--- src/rtl/sync_fifo_ext.sv ---
// Synchronous FIFO with arbitrary depth, programmable almost-full/empty thresholds,
// occupancy count, sticky overflow/underflow flags and optional first-word-fall-through read.
module sync_fifo_ext #(
    parameter int DATA_WIDTH = 8,
    parameter int FIFO_DEPTH = 16,
    parameter int AF_THRESH  = FIFO_DEPTH - 2,
    parameter int AE_THRESH  = 2,
    parameter int FWFT       = 0
) (
    input  logic                            clk,
    input  logic                            rst,
    input  logic                            wr_en,
    input  logic [DATA_WIDTH-1:0]           wdata,
    input  logic                            rd_en,
    output logic [DATA_WIDTH-1:0]           rdata,
    output logic                            rd_valid,
    output logic                            full,
    output logic                            empty,
    output logic                            almost_full,
    output logic                            almost_empty,
    output logic [$clog2(FIFO_DEPTH+1)-1:0] count,
    output logic                            overflow,
    output logic                            underflow,
    input  logic                            clr_err
);

    localparam int PW = (FIFO_DEPTH > 1) ? $clog2(FIFO_DEPTH) : 1;
    localparam int CW = $clog2(FIFO_DEPTH + 1);

    localparam logic [PW-1:0] LAST_PTR = PW'(FIFO_DEPTH - 1);
    localparam logic [CW-1:0] DEPTH_C  = CW'(FIFO_DEPTH);
    localparam logic [CW-1:0] AF_C     = CW'(AF_THRESH);
    localparam logic [CW-1:0] AE_C     = CW'(AE_THRESH);

    logic [DATA_WIDTH-1:0] mem_r [FIFO_DEPTH];
    logic [PW-1:0]         wr_ptr_r;
    logic [PW-1:0]         rd_ptr_r;
    logic [CW-1:0]         count_r;
    logic                  full_r;
    logic                  empty_r;
    logic                  almost_full_r;
    logic                  almost_empty_r;
    logic                  overflow_r;
    logic                  underflow_r;

    logic                  rd_acc_s;
    logic                  wr_acc_s;
    logic [CW-1:0]         count_next_s;
    logic [PW-1:0]         wr_ptr_next_s;
    logic [PW-1:0]         rd_ptr_next_s;

    // Pointers wrap at the last physical entry, so any depth works.
    function automatic logic [PW-1:0] ptr_inc(input logic [PW-1:0] p);
        if (p == LAST_PTR) begin
            return {PW{1'b0}};
        end else begin
            return p + PW'(1);
        end
    endfunction

    // Accept decisions and next-state arithmetic from pre-edge registered state.
    always_comb begin
        rd_acc_s = rd_en && !empty_r;
        wr_acc_s = wr_en && (!full_r || rd_acc_s);

        case ({wr_acc_s, rd_acc_s})
            2'b10:   count_next_s = count_r + CW'(1);
            2'b01:   count_next_s = count_r - CW'(1);
            default: count_next_s = count_r;
        endcase

        if (wr_acc_s) begin
            wr_ptr_next_s = ptr_inc(wr_ptr_r);
        end else begin
            wr_ptr_next_s = wr_ptr_r;
        end

        if (rd_acc_s) begin
            rd_ptr_next_s = ptr_inc(rd_ptr_r);
        end else begin
            rd_ptr_next_s = rd_ptr_r;
        end
    end

    // Control state; flags are registered from the next count so they track count exactly.
    always_ff @(posedge clk) begin
        if (rst) begin
            wr_ptr_r       <= {PW{1'b0}};
            rd_ptr_r       <= {PW{1'b0}};
            count_r        <= {CW{1'b0}};
            full_r         <= 1'b0;
            empty_r        <= 1'b1;
            almost_full_r  <= 1'b0;
            almost_empty_r <= 1'b1;
            overflow_r     <= 1'b0;
            underflow_r    <= 1'b0;
        end else begin
            wr_ptr_r       <= wr_ptr_next_s;
            rd_ptr_r       <= rd_ptr_next_s;
            count_r        <= count_next_s;
            full_r         <= (count_next_s == DEPTH_C);
            empty_r        <= (count_next_s == {CW{1'b0}});
            almost_full_r  <= (count_next_s >= AF_C);
            almost_empty_r <= (count_next_s <= AE_C);
            // A new error event takes priority over a coincident clear.
            if (wr_en && !wr_acc_s) begin
                overflow_r <= 1'b1;
            end else if (clr_err) begin
                overflow_r <= 1'b0;
            end
            if (rd_en && !rd_acc_s) begin
                underflow_r <= 1'b1;
            end else if (clr_err) begin
                underflow_r <= 1'b0;
            end
        end
    end

    // Storage array; deliberately not reset.
    always_ff @(posedge clk) begin
        if (!rst && wr_acc_s) begin
            mem_r[wr_ptr_r] <= wdata;
        end
    end

    generate
        if (FWFT != 0) begin : g_fwft
            // Head word is presented directly; forced to zero while nothing is stored.
            assign rdata    = empty_r ? {DATA_WIDTH{1'b0}} : mem_r[rd_ptr_r];
            assign rd_valid = !empty_r;
        end else begin : g_std
            logic [DATA_WIDTH-1:0] rdata_r;
            logic                  rd_valid_r;

            // One-cycle registered read; rdata holds between accepted reads.
            always_ff @(posedge clk) begin
                if (rst) begin
                    rdata_r    <= {DATA_WIDTH{1'b0}};
                    rd_valid_r <= 1'b0;
                end else begin
                    rd_valid_r <= rd_acc_s;
                    if (rd_acc_s) begin
                        rdata_r <= mem_r[rd_ptr_r];
                    end
                end
            end

            assign rdata    = rdata_r;
            assign rd_valid = rd_valid_r;
        end
    endgenerate

    assign full         = full_r;
    assign empty        = empty_r;
    assign almost_full  = almost_full_r;
    assign almost_empty = almost_empty_r;
    assign count        = count_r;
    assign overflow     = overflow_r;
    assign underflow    = underflow_r;

endmodule
--- config.mk ---
export PLATFORM = sky130hd
export DESIGN_NAME = sync_fifo_ext
export DESIGN_NICKNAME = d
export VERILOG_FILES = /design/src/rtl/sync_fifo_ext.sv
export SDC_FILE = /design/constraint.sdc
export NUM_CORES = 1
export LEC_CHECK = 0
export CORE_MARGIN = 3
export CORE_UTILIZATION = 45
export DETAILED_ROUTE_END_ITERATION = 16
export GPL_ROUTABILITY_DRIVEN = 0
export PLACE_DENSITY = 0.66
export SLEW_MARGIN = 20
export SYNTH_ARGS = -nofsm -noshare
export SYNTH_HDL_FRONTEND = slang
export SYNTH_SLANG_ARGS = --single-unit
--- constraint.sdc ---
create_clock -name clk -period 3.9 [get_ports clk]
set_input_delay 0.78 -clock clk [delete_from_list [all_inputs] [get_ports clk]]
set_output_delay 0.78 -clock clk [all_outputs]
set_load 0.03 [all_outputs]
==> results of run 1 <==
==> cell usage after synthesis, drive strengths merged (3+ instances only) <==
library cell,instances
nand2,17
nor3,5
ha,8
nand3,3
clkbuf,13
nor2,38
dfxtp,28
mux2i,3
buf,9
edfxtp,128
o21ai,3
a22oi,17
inv,6
mux4,32
a211oi,3
a21oi,25
xor2,5
nand2b,3
==> power groups by stage <==
| stage | logic, uW | clock network, uW | registers [uW] |
|---|---|---|---|
| final | 652 | 1560 | 1940 |
| after global routing | 712 | 1670 | 1950 |
| after CTS | 658 | 1590 | 1940 |
| after detailed placement | 653 | 0 | 1980 |
| after global placement | 640 | 0 | 1980 |
| after floorplan | 409 | 0 | 2010 |
==> logic make-up (layout without fill, tap and decap cells) <==
family | count (synthesis) | in the layout | share of synthesized area [%]
AO/OA/AOI/OAI | 61 | 61 | 6.545
XOR/XNOR | 5 | 5 | 0.7048
adder cells (fa/ha/maj) | 8 | 8 | 1.611
buffers and inverters | 28 | 92 | 1.933
flip-flops | 156 | 156 | 70.88
multiplexers | 35 | 35 | 12.08
AND/OR/NAND/NOR | 79 | 79 | 6.242
==> worst max path at each step <==
| stage | startpoint | end | slack (ps) | cells after the start |
|---|---|---|---|---|
| after floorplan | rd_en | almost_empty | 750 | 12 |
| after global placement | rd_en | almost_empty | 310 | 12 |
| after detailed placement | rd_en | almost_full | 160 | 12 |
| after CTS | rd_en | almost_empty | 600 | 12 |
| after global routing | rd_en | almost_full | 410 | 12 |
| final | rd_en | almost_empty | 560 | 12 |
==> registers in the layout, indices dropped and copies added, names as in the netlist <==
register / count
mem_r: 128
rdata: 8
count: 5
rd_ptr_r: 4
wr_ptr_r: 4
almost_empty: 1
almost_full: 1
empty: 1
full: 1
overflow: 1
rd_valid: 1
underflow: 1
==> final cells by class <==
cell class	instances	share of cell area (%)
sequential	156	59.63
multi-input combinational	188	22.86
timing repair buffer	55	6.672
clock buffer	21	5.961
tap	176	2.981
clock inverter	10	1.592
inverter	6	0.3048
==> layer usage <==
layer | vias up | part of all wire, % | GRT usage, %
li1 | 1562 | - | -
met1 | 1704 | 42 | 23.55
met2 | 98 | 50 | 28.47
met3 | 14 | 6.1 | 5.306
met4 | 0 | 1.4 | 6.298
met5 | - | 0 | 0
==> stage by stage <==
step	cells	cell area (sq um)	setup WS, ps
CTS	612	7388	596.2
finish	612	7388	562.8
global route	612	7388	405.7
detailed placement	581	6830	163.0
floorplan	372	6213	747.3
global placement	581	6830	312.5
==> worst max-delay path, stage by stage <==
cell	delay, ps
clkdlybuf4s50_1	480
nand2b_1	90
a21boi_1	210
inv_1	130
ha_1	310
xor2_1	210
ha_1	260
a21o_1	180
and2_1	180
o22ai_1	210
xor2_1	440
a41o_1	220
==> run metrics, run 1 <==
status=finished, final reports clean; Worst Tran Pin Value=around 840 ps; routed len/inst=between 20 and 25 um; final antenna-violating net count=0; clock latency on the worst-skew pair=approximately 420 ps; Tcrit/Tclk final=between 80% and 90%; max cap viols=0; Ys Warns=0; Psw=around 1000 uW; crit start category=input pin; antenna cells=0; Total GRT Usage=17.88%; initial drt markers=300; CTS tree=built; largest net degree at the start of global routing=37; WHS=around 500 ps; crit path kind=input pin to flip-flop; chip width=approximately 120 um; # DRC=0; grt total ovfl=0; Final Hold Viols=0; core box area=around 0.013 sq mm; Critical R2R Capture=almost_empty; count of cell types in the netlist=42; Hold WC Path Type=flip-flop to flip-flop; combinational cell fraction of total power=between 10% and 20%; commonest non-fill, non-tap cell in the layout=edfxtp_1; H-tree depth=4; clock root buffer=clkbuf_16; initial antenna violation count=0; Clock Skew=11.08 ps; worst hold start=rdata[6]; Netlist Area Pre-Place=approximately 0.0062 sq mm; area fraction of the dominant cell type after synthesis=61.86%; fin nets=between 400 and 500; R2R setup slack=1000 ps; starting density of the core=a little under half; Via density=between 5 and 6; Clk network pwr share=between 30% and 40%; Critical Path RT=between 4000 and 5000 ps; WP data arrival=between 3000 and 4000 ps; Post-Route WL=between 10000 and 15000 um; endpoints failing setup=0; # IOs=33; hold endpoint=rdata[6]; cts bufs inserted=17; Hold Path Stages=2; most frequent cells in the layout=128 x edfxtp_1, 38 x nor2_1, 32 x mux4_2, 32 x clkdlybuf4s50_1, 27 x dfxtp_1; VDD IR max=0.3236 mV; cell taking the most area after synthesis=edfxtp_1; Final min period=3337 ps; number of synthesized register bits=between 150 and 200; Area Growth Syn to Fin=18.91%; leading post-synthesis cells by cell area=edfxtp_1 62%, mux4_2 12%, dfxtp_1 9.0%; Final Slew Violations=0; CTS sink cnt=156; Die ar.=roughly 0.015 sq mm; vias in the first global route=around 3.4k; Post-CTS Setup Bufs=0; Sequential Power Share=a little under half; fillers=~1.1k; commonest register cell after synthesis=edfxtp_1; global-route wire length before repair=19400 um; DRT Pass-1 Iters=4; sequential fraction of the synthesis area=between 70 and 80%; Power Density=around 560 mW/mm^2; Gate Count Post-Synth=~370; Fmax achieved=299.6 MHz; IO Port Bufs=32; post-layout util=around 55%; Final Total Pwr=approximately 4200 uW; Clk pin slew, worst setup/hold paths=roughly 60 ps; register area=0.004405 sq mm; FP Rows=42; syn nets=a little under 400; cell internal pwr=3106 uW; Multi-input gate area=roughly 0.0017 sq mm; Post-synth EDFFs=about 130; Max Fanout on Critical Path=9; Leak=0.002421 uW; RSZ-0062 raised after global routing=false; syn_area_per_cell=16.70 sq um; Die Span Y=123.5 um; Max clock buf depth=2; hold_buf cts=0; share of cells above drive strength 1=20.18%; fraction of registers with async set or reset after synthesis=0%; crit path capture type=flip-flop; total number of vias=3378; TNS Setup=0 ps; DP HPWL=7797 um; switch share=around a quarter; slew margin rel.=approximately 44%; post-cts gate resize count=0; r2r worst-path depth=11; RR Startpoint=empty
No activity file was read; power rests on OpenSTA's default activity.
==> inputs of run 2 (changes only) <==
--- a/config.mk
+++ b/config.mk
@@ -6,9 +6,11 @@
 export NUM_CORES = 1
 export LEC_CHECK = 0
+export CELL_PAD_IN_SITES_DETAIL_PLACEMENT = 0
+export CELL_PAD_IN_SITES_GLOBAL_PLACEMENT = 1
 export CORE_MARGIN = 3
 export CORE_UTILIZATION = 45
 export DETAILED_ROUTE_END_ITERATION = 16
 export GPL_ROUTABILITY_DRIVEN = 0
-export PLACE_DENSITY = 0.66
+export PLACE_DENSITY = 0.74
 export SLEW_MARGIN = 20
 export SYNTH_ARGS = -nofsm -noshare
==> constraint.sdc (replaced) <==
create_clock -name clk -period 3.35 [get_ports clk]
set_input_delay 0.8375 -clock clk [delete_from_list [all_inputs] [get_ports clk]]
set_output_delay 0.8375 -clock clk [all_outputs]
set_load 0.03 [all_outputs]
==> run metrics, run 2 (synthesized netlist as in run 1, its figures left out) <==
WP buf/inv=2 (unchanged); Critical R2R Capture=full; RSZ-0062 raised after global routing=false; largest net degree at the start of global routing=29 (-22%); Critical Path RT=3680 ps (-580 ps); commonest non-fill, non-tap cell in the layout=edfxtp_1; TNS Setup=0 ps (unchanged); Total GRT Usage=17.40% (-0.48 points); Clock Skew=5.550 ps (-5.527 ps); fin nets=454 (+2.0%); Final Hold Viols=0 (unchanged); r2r worst-path depth=11 (unchanged); clock latency on the worst-skew pair=410 ps (about the same); # IOs=33 (unchanged); initial antenna violation count=0 (unchanged); routed len/inst=19.54 um (-3.4%); Max clock buf depth=2 (unchanged); FP Rows=42 (unchanged); core box area=0.01335 sq mm (unchanged); Largest register FFs=128 (unchanged); Power Density=659.9 mW/mm^2 (+17%); max cap viols=0 (unchanged); pre-CTS WS=-117.7 ps (-280.7 ps); DP HPWL=8108 um (+4.0%); Worst Tran Pin Value=824.6 ps (-19.04 ps); total number of vias=3387 (+0.27%); chip width=123.5 um (unchanged); Area Growth Syn to Fin=20.72%; CP Launch Point=rd_en; WP data arrival=3410 ps (-290 ps); Max stage delay on crit path=470 ps (about the same); Final Total Pwr=4950 uW (+19%); CTS tree=built; share of cells above drive strength 1=22.87% (+2.7 points); hold_buf cts=0 (unchanged); clock root buffer=clkbuf_16; cts bufs inserted=17 (unchanged); DRT Pass-1 Iters=4 (unchanged); VDD IR max=0.3981 mV (+23%); R2R setup slack=750 ps (-250 ps); Post-Route WL=12160 um (-1.9%); fin worst setup slack=271.2 ps (-291.6 ps); antenna cells=0 (unchanged); CP cell instances=clkdlybuf4s50_1, nand2b_1, a21boi_1, inv_1, ha_1, xor2_1, ha_1, a21o_1, and2_1, o31a_1, nor3b_2, nor4b_4; RR Startpoint=empty; Leak=0.002479 uW (+2.4%); Die Span Y=123.5 um (unchanged); Fmax achieved=324.8 MHz; H-tree depth=4 (unchanged); most frequent cell on the critical path=ha_1; WP depth=12 (unchanged); IO Port Bufs=32 (unchanged); dpl cell area=0.006910 sq mm (+1.2%); CTS sink cnt=156 (unchanged); global-route wire length before repair=19150 um (-1.3%); Largest delay share family, worst path=simple AND/OR/NAND/NOR gates; Final min period=3079 ps; most frequent cells in the layout=128 x edfxtp_1, 38 x nor2_1, 32 x mux4_2, 32 x clkdlybuf4s50_1, 31 x buf_4; crit path capture type=flip-flop; Biggest register=mem_r; Critical Path Slowest Stage Cell=clkdlybuf4s50_1; Tcrit/Tclk final=just over 90%; Clk pin slew, worst setup/hold paths=60 ps (about the same); crit start category=input pin; initial drt markers=206 (-31%); Post-CTS Setup Bufs=0 (unchanged); crit path kind=input pin to flip-flop; Hold WC Path Type=flip-flop to flip-flop; end point of the critical path=full; Max Fanout on Critical Path=4 (-5); grt total ovfl=0 (unchanged); vias in the first global route=3424 (-0.15%); Via density=5.445 (-1.3%); post-route cell area=0.007501 sq mm (+1.5%); post-layout util=56.20% (+0.84 points); status=finished, final reports clean; slew margin rel.=44.92% (+1.3 points); # DRC=0 (unchanged); starting density of the core=46.55% (unchanged); Die ar.=0.01525 sq mm (unchanged); endpoints failing setup=0 (unchanged); post-cts gate resize count=0 (unchanged); final antenna-violating net count=0 (unchanged); Final Slew Violations=0 (unchanged); fillers=1064 (-0.28%)
[run 2: changes by cell type in the layout (fill, tap and decap cells not counted), moves of 2 or more]
cell        delta
buf_4          +8
clkinvlp_4     +2
inv_6          +2
clkbuf_1       -4
[run 2: area by class of cell]
| class | count | area, sq um | area share (%) |
|---|---|---|---|
| flip-flops and latches | 156 | 4405 | 58.73 |
| multi-input cells | 188 | 1689 | 22.52 |
| repair buffers | 64 | 573.1 | 7.640 |
| clock buffers | 17 | 425.4 | 5.671 |
| well taps | 176 | 220.2 | 2.936 |
| clock inverters | 15 | 165.2 | 2.202 |
| inverters | 6 | 22.52 | 0.3003 |
[run 2: layer usage]
metal | vias to the layer above | share of wire [%] | track usage [%] | routed length, um
met1 | 1717 | 45 | 24.18 | 5433
li1 | 1584 | - | - | -
met2 | 73 | 49 | 26.84 | 5997
met5 | - | 0 | 0 | 0
met4 | 0 | 1.4 | 6.298 | 169
met3 | 13 | 4.6 | 4.437 | 556
[run 2: metrics by stage]
step                std cells  hold slack (ps)
finish                    622            494.3
global route              622            535.0
CTS                       622            500.0
detailed placement        590            485.6
global placement          590            473.8
floorplan                 372            481.2
[run 2: worst register-to-register path, delay by kind of cell (launching register included)]
| kind | cells | cell delay (ps) |
|---|---|---|
| XOR/XNOR | 1 | 170 |
| buffers and inverters | 1 | 80 |
| AO/OA/AOI/OAI | 3 | 690 |
| AND/OR/NAND/NOR | 4 | 820 |
| adder cells (fa/ha/maj) | 2 | 430 |
| flip-flops | 1 | 330 |
[run 2: worst min-delay path by stage]
stage / end / depth (start not counted) / start
3_3_place_gp: rdata[0] / 2 / rdata[0]
5_1_grt: rdata[0] / 2 / rdata[0]
2_1_floorplan: wr_ptr_r[1] / 2 / wr_ptr_r[1]
4_1_cts: rdata[7] / 2 / rdata[7]
6_report: rdata[0] / 2 / rdata[0]
3_5_place_dp: rdata[0] / 2 / rdata[0]
[run 2: power breakdown]
| group | internal, uW | switching (uW) |
|---|---|---|
| registers | 2170 | 79.4 |
| clock network | 1110 | 760 |
| logic | 392 | 443 |
